$ cat src/rtl/demodulator_psk.sv
// PSK receive path: line synchronizer, edge-aligned bit timing, sync-word hunt and an
// LSB-first symbol deserializer that feeds the RX FIFO write port.
module demodulator_psk #(
  parameter int          PSK_CLKS_PER_BIT    = 4,
  parameter int          PSK_BITS_PER_SYMBOL = 4,
  parameter int          SYNC_BITS           = 8,
  parameter logic [15:0] SYNC_WORD           = 16'h00A5,
  parameter int          FRAME_SYMBOLS       = 0
) (
  input  logic       clk,
  input  logic       rst_n,
  input  logic       enable,
  input  logic       din,
  output logic [7:0] sample,
  input  logic       full,
  output logic       write,
  output logic       locked,
  output logic       overflow,
  output logic       bclk
);
  localparam int B   = PSK_BITS_PER_SYMBOL;
  localparam int SB  = SYNC_BITS;
  localparam int PW  = (PSK_CLKS_PER_BIT > 2) ? $clog2(PSK_CLKS_PER_BIT) : 1;
  localparam int BCW = $clog2(B + 1);
  localparam int FCW = (FRAME_SYMBOLS > 1) ? $clog2(FRAME_SYMBOLS + 1) : 1;

  localparam logic [PW-1:0]  PH_MAX  = PW'(PSK_CLKS_PER_BIT - 1);
  localparam logic [PW-1:0]  PH_MID  = PW'(PSK_CLKS_PER_BIT / 2);
  localparam logic [BCW-1:0] BC_LAST = BCW'(B - 1);
  localparam logic [FCW-1:0] FC_LAST = FCW'((FRAME_SYMBOLS > 0) ? FRAME_SYMBOLS - 1 : 0);
  localparam logic [SB-1:0]  SYNC    = SYNC_WORD[SB-1:0];

  typedef enum logic {HUNT = 1'b0, LOCKED = 1'b1} state_t;

  state_t         state, state_n;
  logic           din_m, din_s, din_d;
  logic           edge_det, s;
  logic [PW-1:0]  ph;
  logic [SB-1:0]  hunt, hunt_sh;
  logic [B-1:0]   sym, sym_sh, sym_cap;
  logic [BCW-1:0] bcnt;
  logic [FCW-1:0] fcnt;
  logic           done;
  logic           sync_hit, sym_last, frame_last;

  // din is asynchronous: two flops to settle, a third for edge detection
  always_ff @(posedge clk or negedge rst_n) begin
    if (!rst_n) {din_m, din_s, din_d} <= 3'b000;
    else        {din_m, din_s, din_d} <= {din, din_m, din_s};
  end

  assign edge_det = din_s ^ din_d;
  assign s        = (ph == PH_MID) && !edge_det;

  always_comb begin
    hunt_sh         = hunt >> 1;
    hunt_sh[SB-1]   = din_s;
    sym_sh          = sym >> 1;
    sym_sh[B-1]     = din_s;
  end

  assign sync_hit   = (hunt_sh == SYNC);
  assign sym_last   = (bcnt == BC_LAST);
  assign frame_last = (FRAME_SYMBOLS != 0) && (fcnt == FC_LAST);

  always_ff @(posedge clk or negedge rst_n) begin
    if (!rst_n) state <= HUNT;
    else        state <= state_n;
  end

  always_comb begin
    state_n = state;
    if (!enable) begin
      state_n = HUNT;
    end else begin
      case (state)
        HUNT:    if (s && sync_hit) state_n = LOCKED;
        LOCKED:  if (s && sym_last && frame_last) state_n = HUNT;
        default: state_n = HUNT;
      endcase
    end
  end

  assign locked = (state == LOCKED);

  // Completed symbols are parked in sym_cap so the FIFO push a cycle later never
  // races with the shift register picking up the next bit.
  always_ff @(posedge clk or negedge rst_n) begin
    if (!rst_n) begin
      ph       <= '0;
      hunt     <= '0;
      sym      <= '0;
      sym_cap  <= '0;
      bcnt     <= '0;
      fcnt     <= '0;
      done     <= 1'b0;
      write    <= 1'b0;
      bclk     <= 1'b0;
      sample   <= '0;
      overflow <= 1'b0;
    end else if (!enable) begin
      ph    <= '0;
      hunt  <= '0;
      sym   <= '0;
      bcnt  <= '0;
      fcnt  <= '0;
      done  <= 1'b0;
      write <= 1'b0;
      bclk  <= 1'b0;
    end else begin
      ph    <= edge_det ? PW'(1) : ((ph == PH_MAX) ? '0 : ph + 1'b1);
      bclk  <= s;
      done  <= 1'b0;
      write <= 1'b0;
      if (done) begin
        if (!full) begin
          write  <= 1'b1;
          sample <= 8'(sym_cap);
        end else begin
          overflow <= 1'b1;
        end
      end
      if (s) begin
        if (state == HUNT) begin
          hunt <= hunt_sh;
          if (sync_hit) begin
            bcnt <= '0;
            sym  <= '0;
            fcnt <= '0;
          end
        end else begin
          sym <= sym_sh;
          if (sym_last) begin
            bcnt    <= '0;
            done    <= 1'b1;
            sym_cap <= sym_sh;
            fcnt    <= frame_last ? '0 : fcnt + 1'b1;
            if (frame_last) hunt <= '0;
          end else begin
            bcnt <= bcnt + 1'b1;
          end
        end
      end
    end
  end

endmodule

$ cat config.mk
export PLATFORM = sky130hd
export DESIGN_NAME = demodulator_psk
export DESIGN_NICKNAME = d
export VERILOG_FILES = /design/src/rtl/demodulator_psk.sv
export SDC_FILE = /design/constraint.sdc
export NUM_CORES = 1
export LEC_CHECK = 0
export CAP_MARGIN = 20
export CORE_MARGIN = 4
export CORE_UTILIZATION = 30
export CTS_BUF_LIST = sky130_fd_sc_hd__clkbuf_16
export DETAILED_ROUTE_END_ITERATION = 8
export PLACE_DENSITY_LB_ADDON = 0.25
export SYNTH_ARGS = -nofsm -noshare
export SYNTH_HDL_FRONTEND = slang
export SYNTH_SLANG_ARGS = --single-unit
$ cat constraint.sdc
create_clock -name clk -period 2.5 [get_ports clk]
set_input_delay 0.5 -clock clk [delete_from_list [all_inputs] [get_ports clk]]
set_output_delay 0.5 -clock clk [all_outputs]
set_load 0.005 [all_outputs]
Word-level counts from Yosys, hierarchy flattened
Index checks and enable logic that the tools add are counted.
{"block": "totals", "reg_bits": 33, "inputBits": 5, "out_inout_bits": 12, "word_cells": 60}
{"block": "op_classes", "n_addsub": 2, "n_eq_ne": 7, "muxes": 26, "n_bitwise": 3, "n_reduce_logical": 8}
{"op": "$mux 8", "count": 3}
{"op": "$mux 4", "count": 4}
{"op": "$mux 3", "count": 5}
{"op": "$mux 1", "count": 10}
{"op": "$eq 8x8->1 const B", "count": 1}
{"op": "$mux 2", "count": 3}
{"op": "$reduce_and 3->1", "count": 2}
{"op": "$eq 2x2->1 const B", "count": 2}
{"op": "$reduce_and 2->1", "count": 2}
{"op": "$reduce_and 4->1", "count": 1}
{"op": "$add 3x1->3 const B", "count": 1}
{"op": "$eq 3x2->1 const B", "count": 1}
{"op": "$ne 3x1->1 const B", "count": 1}
{"op": "$add 2x1->2 const B", "count": 1}
{"op": "$logic_and 1x1->1", "count": 2}
{"op": "$ne 2x1->1 const B", "count": 1}
{"op": "$ne 2x2->1 const B", "count": 1}
{"op": "$not 1->1", "count": 2}
{"op": "$pmux 1 s2", "count": 1}
{"op": "$logic_not 1->1", "count": 1}
{"op": "$xor 1x1->1", "count": 1}

Logic depth before layout (Yosys ltp)
{"block": "logic_depth", "ltp_word": 7, "ltp_mapped": 7}

Least setup slack after synthesis
OpenSTA, ideal clock, no wires.
{"block": "synth_path", "path_kind": "register to register", "from": "register ph[0]", "to": "register hunt[3]", "arrival_time_ns": 1.378, "required_time_ns": 2.377, "path_slack_ns": 0.998, "path_stages_with_launch": 8, "path_buffers": 2, "synth_period_minus_slack_ns": 1.502, "path_cell_list": "dfrtp_1 > inv_1 > ha_1 > buf_2 > inv_1 > or3_1 > buf_6 > mux2i_1"}
{"block": "synth_via", "elab_chain_cells": 4}
{"item": "start, declared", "line": "38", "rtl": "logic [PW-1:0] ph;"}
{"item": "start signal, assigned", "line": "111", "rtl": "ph <= edge_det ? PW'(1) : ((ph == PH_MAX) ? '0 : ph + 1'b1);"}
{"item": "$eq 2x2->1", "line": "53", "rtl": "assign s = (ph == PH_MID) && !edge_det;"}
{"item": "$logic_and 1x1->1", "line": "53"}
{"item": "$ne 2x1->1 (no source line)"}
{"item": "$reduce_and 2->1 (no source line)"}
{"item": "end signal, assigned", "line": "125", "rtl": "hunt <= hunt_sh;"}
{"item": "end, declared", "line": "39", "rtl": "logic [SB-1:0] hunt, hunt_sh;"}
No other way between the ends.
A chain may end at the register's enable or synchronous reset.

Worst setup path in the final report
{"block": "layout_path", "from": "register ph[0]", "to": "register hunt[2]"}
Same word-level chain as after synthesis.

==> flow_metrics.env <==
export IMPL_outcome="complete, no violations"
export IMPL_reg2reg_depth=5
export IMPL_grt_max_degree=32
export IMPL_drtIter0Drc=46
export IMPL_crit_start="ph[0]$_DFF_PN0_"
export IMPL_r2r_end="hunt[2]$_DFFE_PN0P_"
export IMPL_synthDistinctLibCells=33
export IMPL_reg2reg_from="ph[0]$_DFF_PN0_"
export IMPL_grt_ovfl_total=0
export IMPL_dp_cells=174
export IMPL_multi_input_area_sq_um=536
export IMPL_crit_type="flip-flop to flip-flop"
export IMPL_start_util=0.313
export IMPL_min_period_ps=1790
export IMPL_stdcell_area_sq_um=1680
export IMPL_grt_pass1_vias=891
export IMPL_placed_cell_area_sq_um=1540
export IMPL_ctsHoldBuffers=0
export IMPL_htree_levels=2
export IMPL_worstPathArrival_ps=1930
export IMPL_yosysSeqAreaShare=0.562
export IMPL_netlist_area_sq_um=1380
export IMPL_final_common_cell="dfrtp_1"
export IMPL_wl_mm=2.49
export IMPL_drive_gt1_frac=0.123
export IMPL_final_cell_mix="31 x dfrtp_1, 13 x nand2_1, 12 x clkdlybuf4s50_1"
export IMPL_wl_per_cell_um=13.7
export IMPL_finalHoldViolCount=0
export IMPL_drc_errors=0
export IMPL_die_y_um=75.8
export IMPL_die_area_sq_um=5750
export IMPL_drtPass1Iterations=4
export IMPL_antenna_found_initial=0
export IMPL_avgSynthCellArea_sq_um=12.2
export IMPL_cts_sinks=31
export IMPL_leakage_nw=0.842
export IMPL_r2r_slack_ps=710
export IMPL_slew_viol_final=0
export IMPL_hold_start="din_m$_DFF_PN0_"
export IMPL_io_pins=17
export IMPL_insertion_delay_ps=270
export IMPL_regArea_sq_um=776
export IMPL_antenna_left=0
export IMPL_crit_fanout=8
export IMPL_cap_violations=0
export IMPL_vias_per_cell=4.84
export IMPL_period_share=0.716
export IMPL_gp_congestion=0.732
export IMPL_critPathRequiredTime_ps=2640
export IMPL_finalNonFillerCells=182
export IMPL_place_hpwl_mm=1.74
export IMPL_io_buffer_count=12
export IMPL_ys_ff_latch=31
export IMPL_hp_class="flip-flop to flip-flop"
export IMPL_fin_skew_ps=4.70
export IMPL_fp_row_count=24
export IMPL_cts_root_buf="clkbuf_16"
export IMPL_worstSetupEndpointType="flip-flop"
export IMPL_cts_resized=0
export IMPL_max_freq_mhz=558
export IMPL_synth_warnings=0
export IMPL_areaGrowthSynthToFinish_pct=21.4
export IMPL_dr_total_vias=880
export IMPL_grt_pass1_wl_mm=4.28
export IMPL_cts_clk_slew_worst_paths_ps=50
export IMPL_setup_tns_ps=0
export IMPL_fillCellCount=436
export IMPL_cts_tree="done"
export IMPL_numCtsBuffers=5
export IMPL_post_cts_buffers=0
export IMPL_preCtsSetupSlack_ps=523
export IMPL_die_w_um=75.8
export IMPL_syn_inst=113
export IMPL_peakVddDrop_mv=0.300
export IMPL_final_net_count=137
export IMPL_grtUsageTotal=0.102
export IMPL_crit_end="hunt[2]$_DFFE_PN0P_"
export IMPL_setup_viol=0
export IMPL_rsz0062_at_grt="false"
export IMPL_core_sq_um=4410
export IMPL_critPathLaunchType="flip-flop"
export IMPL_power_density_nw_per_um2=673
export IMPL_layout_setup_ws_ps=709
export IMPL_clk_path_buf_depth=2
export IMPL_diodes=0
-- cell type report --
type	count	share of cell area
Clock inverter	3	0.00747
Clock buffer	5	0.0747
Timing Repair Buffer	14	0.0807
Inverter	7	0.0157
Sequential cell	31	0.463
Multi-Input combinational cell	70	0.320
Tap cell	52	0.0388
-- logic make-up after synthesis --
logic type	Yosys count	share of synthesized area
buf+inv	15	0.0580
flops	31	0.562
fa+ha+maj	3	0.0272
compound gates	14	0.0780
xor+xnor	2	0.0236
mux	15	0.116
other cells	1	0.00272
simple gates	32	0.132
-- worst max-delay path, stage by stage, from the launching register on --
cell,delay [ps]
dfrtp_1,390
inv_1,60
ha_1,330
inv_1,140
or3_1,540
mux2i_1,190
-- worst min path at each step --
stage | endpoint | cells after the start
4_1_cts | din_s$_DFF_PN0_ | 0
6_report | din_s$_DFF_PN0_ | 0
3_5_place_dp | din_s$_DFF_PN0_ | 0
2_1_floorplan | bclk$_DFF_PN0_ | 0
5_1_grt | din_s$_DFF_PN0_ | 0
3_3_place_gp | din_s$_DFF_PN0_ | 0
-- where the power goes --
part	internal [mW]	switching (mW)	leakage, nW	total (mW)
Clock	0.358	0.203	0.0762	0.562
Sequential	0.508	0.00600	0.424	0.514
Combinational	0.0192	0.0326	0.342	0.0519
Total	0.886	0.242	0.842	1.13
-- registers in the layout, summed over array words and instances (netlist names) --
| name | flops |
|---|---|
| ph | 2 |
| bclk | 1 |
| din_m | 1 |
| din_d | 1 |
| locked | 1 |
| write | 1 |
| bcnt | 3 |
| sym | 3 |
| hunt | 7 |
| sym_cap | 4 |
| sample | 4 |
| din_s | 1 |
| done | 1 |
| overflow | 1 |
-- metal layers --
layer,part of all wire,routed length (um),vias up,GRT usage
li1,-,-,418,-
met1,0.45,1110,435,0.131
met2,0.49,1210,19,0.153
met3,0.040,100,8,0.0317
met4,0.025,63,0,0.0583
met5,0,0,-,0
-- per-stage QoR --
step	hold WS, ps	power [mW]	util
6_report	346	1.13	0.380
3_3_place_gp	335	0.574	0.348
5_1_grt	351	1.18	0.380
3_5_place_dp	338	0.576	0.348
2_1_floorplan	204	0.555	-
4_1_cts	349	1.14	0.380
-- Yosys cell counts --
| cell | count | area share |
|---|---|---|
| or3_1 | 1 | 0.0045 |
| clkbuf_1 | 2 | 0.0054 |
| nor2_1 | 2 | 0.0054 |
| a21boi_0 | 1 | 0.0054 |
| nand3b_1 | 1 | 0.0054 |
| dfrtp_1 | 31 | 0.56 |
| nor4_1 | 1 | 0.0045 |
| buf_4 | 4 | 0.022 |
| inv_1 | 7 | 0.019 |
| o31ai_1 | 1 | 0.0054 |
| mux2i_1 | 7 | 0.051 |
| a221o_1 | 2 | 0.015 |
| xor2_2 | 1 | 0.012 |
| buf_2 | 1 | 0.0036 |
| mux2_2 | 4 | 0.033 |
| ha_1 | 3 | 0.027 |
| a31o_2 | 1 | 0.0063 |
| o221ai_1 | 3 | 0.019 |
| o21ai_0 | 1 | 0.0036 |
| buf_6 | 1 | 0.0082 |
| and3_1 | 2 | 0.0091 |
| and2_1 | 1 | 0.0045 |
| nand2_1 | 13 | 0.035 |
| nand4_2 | 1 | 0.0091 |
| nand4bb_1 | 2 | 0.016 |
| conb_1 | 1 | 0.0027 |
| xnor2_2 | 1 | 0.012 |
| nor3b_1 | 2 | 0.011 |
| mux2_1 | 4 | 0.033 |
| a21oi_1 | 2 | 0.0073 |
| nor2b_1 | 3 | 0.014 |
| o21a_1 | 3 | 0.016 |
| nand4_1 | 3 | 0.014 |
Note: power is estimated with default switching activity, not from simulation.
==> RTL change (config.mk and constraints unchanged) <==
Set the parameter `PSK_CLKS_PER_BIT` to 8 (it was 4).
--- a/src/rtl/demodulator_psk.sv
+++ b/src/rtl/demodulator_psk.sv
@@ -1,7 +1,7 @@
 // PSK receive path: line synchronizer, edge-aligned bit timing, sync-word hunt and an
 // LSB-first symbol deserializer that feeds the RX FIFO write port.
 module demodulator_psk #(
-  parameter int          PSK_CLKS_PER_BIT    = 4,
+  parameter int          PSK_CLKS_PER_BIT    = 8,
   parameter int          PSK_BITS_PER_SYMBOL = 4,
   parameter int          SYNC_BITS           = 8,
   parameter logic [15:0] SYNC_WORD           = 16'h00A5,
Check against the original RTL: not equivalent (Yosys sat finds a counterexample within 4 cycles, from zero or initial values and one cycle with rst_n low).
==> RTL change against the original RTL <==
Combinational power fell by 18%. Fmax fell by 4.8%. Clock skew up 0.0018 ns. Sequential cell count increased by 1. Setup slack got worse by 0.090 ns. Synthesized area fell by 3.1%. Routed wire length fell by 5.3%. Final area is 0.30% lower. Total power is 9.8% higher.
==> RTL change: results <==
pwr:
  p_leak_uw: 0.0007917
  vdd_ir_drop_max_uv: 312.6
final_layout:
  final_nets: 130
  drive_above_1_share_pct: 17.21
yosys:
  synthTopCellsByArea: "dfrtp_1, mux2_2, a22o_1"
  synth-seq-area-share_pct: 59.87
  synthCells: 104
  ys_types: 29
  synth_common_cells: "dfrtp_1, mux2_2, a22o_1"
setup_path:
  rrSetupSlack_ns: 0.67
  cp.arrival_ns: 1.38
  crit_path_max_incr_delay_ns: 0.57
  slowest_stage: "clkdlybuf4s50_1"
  timing.rr.start: "din_s$_DFF_PN0_"
  r2r_cells: 4
  startpoint: "locked$_DFF_PN0_"
  reg2reg_to: "hunt[3]$_DFFE_PN0P_"
  crit_fanout: 10
placed_design:
  pre_cts_slack_ns: 0.3928
  hpwl_mm: 1.674
  placed_area_mm2: 0.001508
timing:
  fin_skew_ns: 0.006540
grt:
  track_usage_pct: 9.368
  grt.met3_usage_pct: 2.403
  use_met2_pct: 13.66
  grt_pass1_vias: 794
  grt_util_met1_pct: 12.12
  grt_max_degree: 33
route:
  avgViaCountPerCell: 4.776
  drtIter0Drc: 61
  wl_mm: 2.355
outcome:
  status: "completed"
==> RTL change: cell types whose count changed after synthesis, sizes merged, moves of 3 or more <==
cell / unedited run / this run
o211ai: 0 / 3
nand3: 0 / 7
o221ai: 3 / 0
nand2: 13 / 6
mux2i: 7 / 0
a22o: 0 / 8
==> RTL change: metrics by stage <==
step                      util (%)  hold WS [ns]
final                        38.63        0.3428
after global routing         38.63        0.3695
after CTS                    38.63        0.3467
after detailed placement     34.87        0.3358
after global placement       34.87        0.3354
after floorplan                  -        0.2044
==> RTL change: cell type report <==
cell class / instances / area (µm²)
clock inverter: 3 / 37.54
tap: 52 / 65.06
fill: 434 / 2654
clock buffer: 5 / 125.1
inverter: 5 / 18.77
multi-input combinational: 63 / 488.0
sequential: 32 / 800.8
timing repair buffer: 14 / 135.1
==> RTL change: worst register-to-register path, cell delays in order, from the launching register on <==
cell     delay, ns
dfrtp_1       0.46
xnor2_2       0.28
nand3_1       0.34
o21a_1        0.38
a22o_1        0.26
==> RTL change: per-layer routing <==
layer / vias up / wire, µm
met1: 409 / 1111
met4: 0 / 70
li1: 401 / -
met2: 13 / 1105
met5: - / 0
met3: 8 / 68
==> RTL change: report_power, final <==
group	internal [µW]	switching, µW	total, µW	leakage (µW)
clock	462	205	667	0.0000789
combinational	16.1	26.5	42.5	0.000275
sequential	524	4.79	529	0.000438
total	1000	237	1240	0.000792
==> RTL change: worst max-delay path by stage <==
stage,end,slack (ns),cells past startpoint
final,locked,0.62,1
after global routing,hunt[5]$_DFFE_PN0P_,0.54,4
after CTS,locked,0.61,1
after detailed placement,sym_cap[1]$_DFFE_PN0P_,0.39,4
after global placement,sym_cap[0]$_DFFE_PN0P_,0.42,4
after floorplan,sym_cap[0]$_DFFE_PN0P_,0.78,4
==> RTL change: logic make-up (layout without fill, tap and decap cells) <==
logic type | after synthesis | count (layout) | synth area share, %
DFF | 32 | 32 | 59.87
and+or+nand+nor | 26 | 26 | 11.97
AOI/OAI and AO/OA | 19 | 19 | 10.85
buffers and inverters | 12 | 27 | 4.490
muxes | 9 | 9 | 7.577
adders and majority gates | 4 | 4 | 3.742
other | 1 | 4 | 0.2804
xor gates and xnor gates | 1 | 1 | 1.216
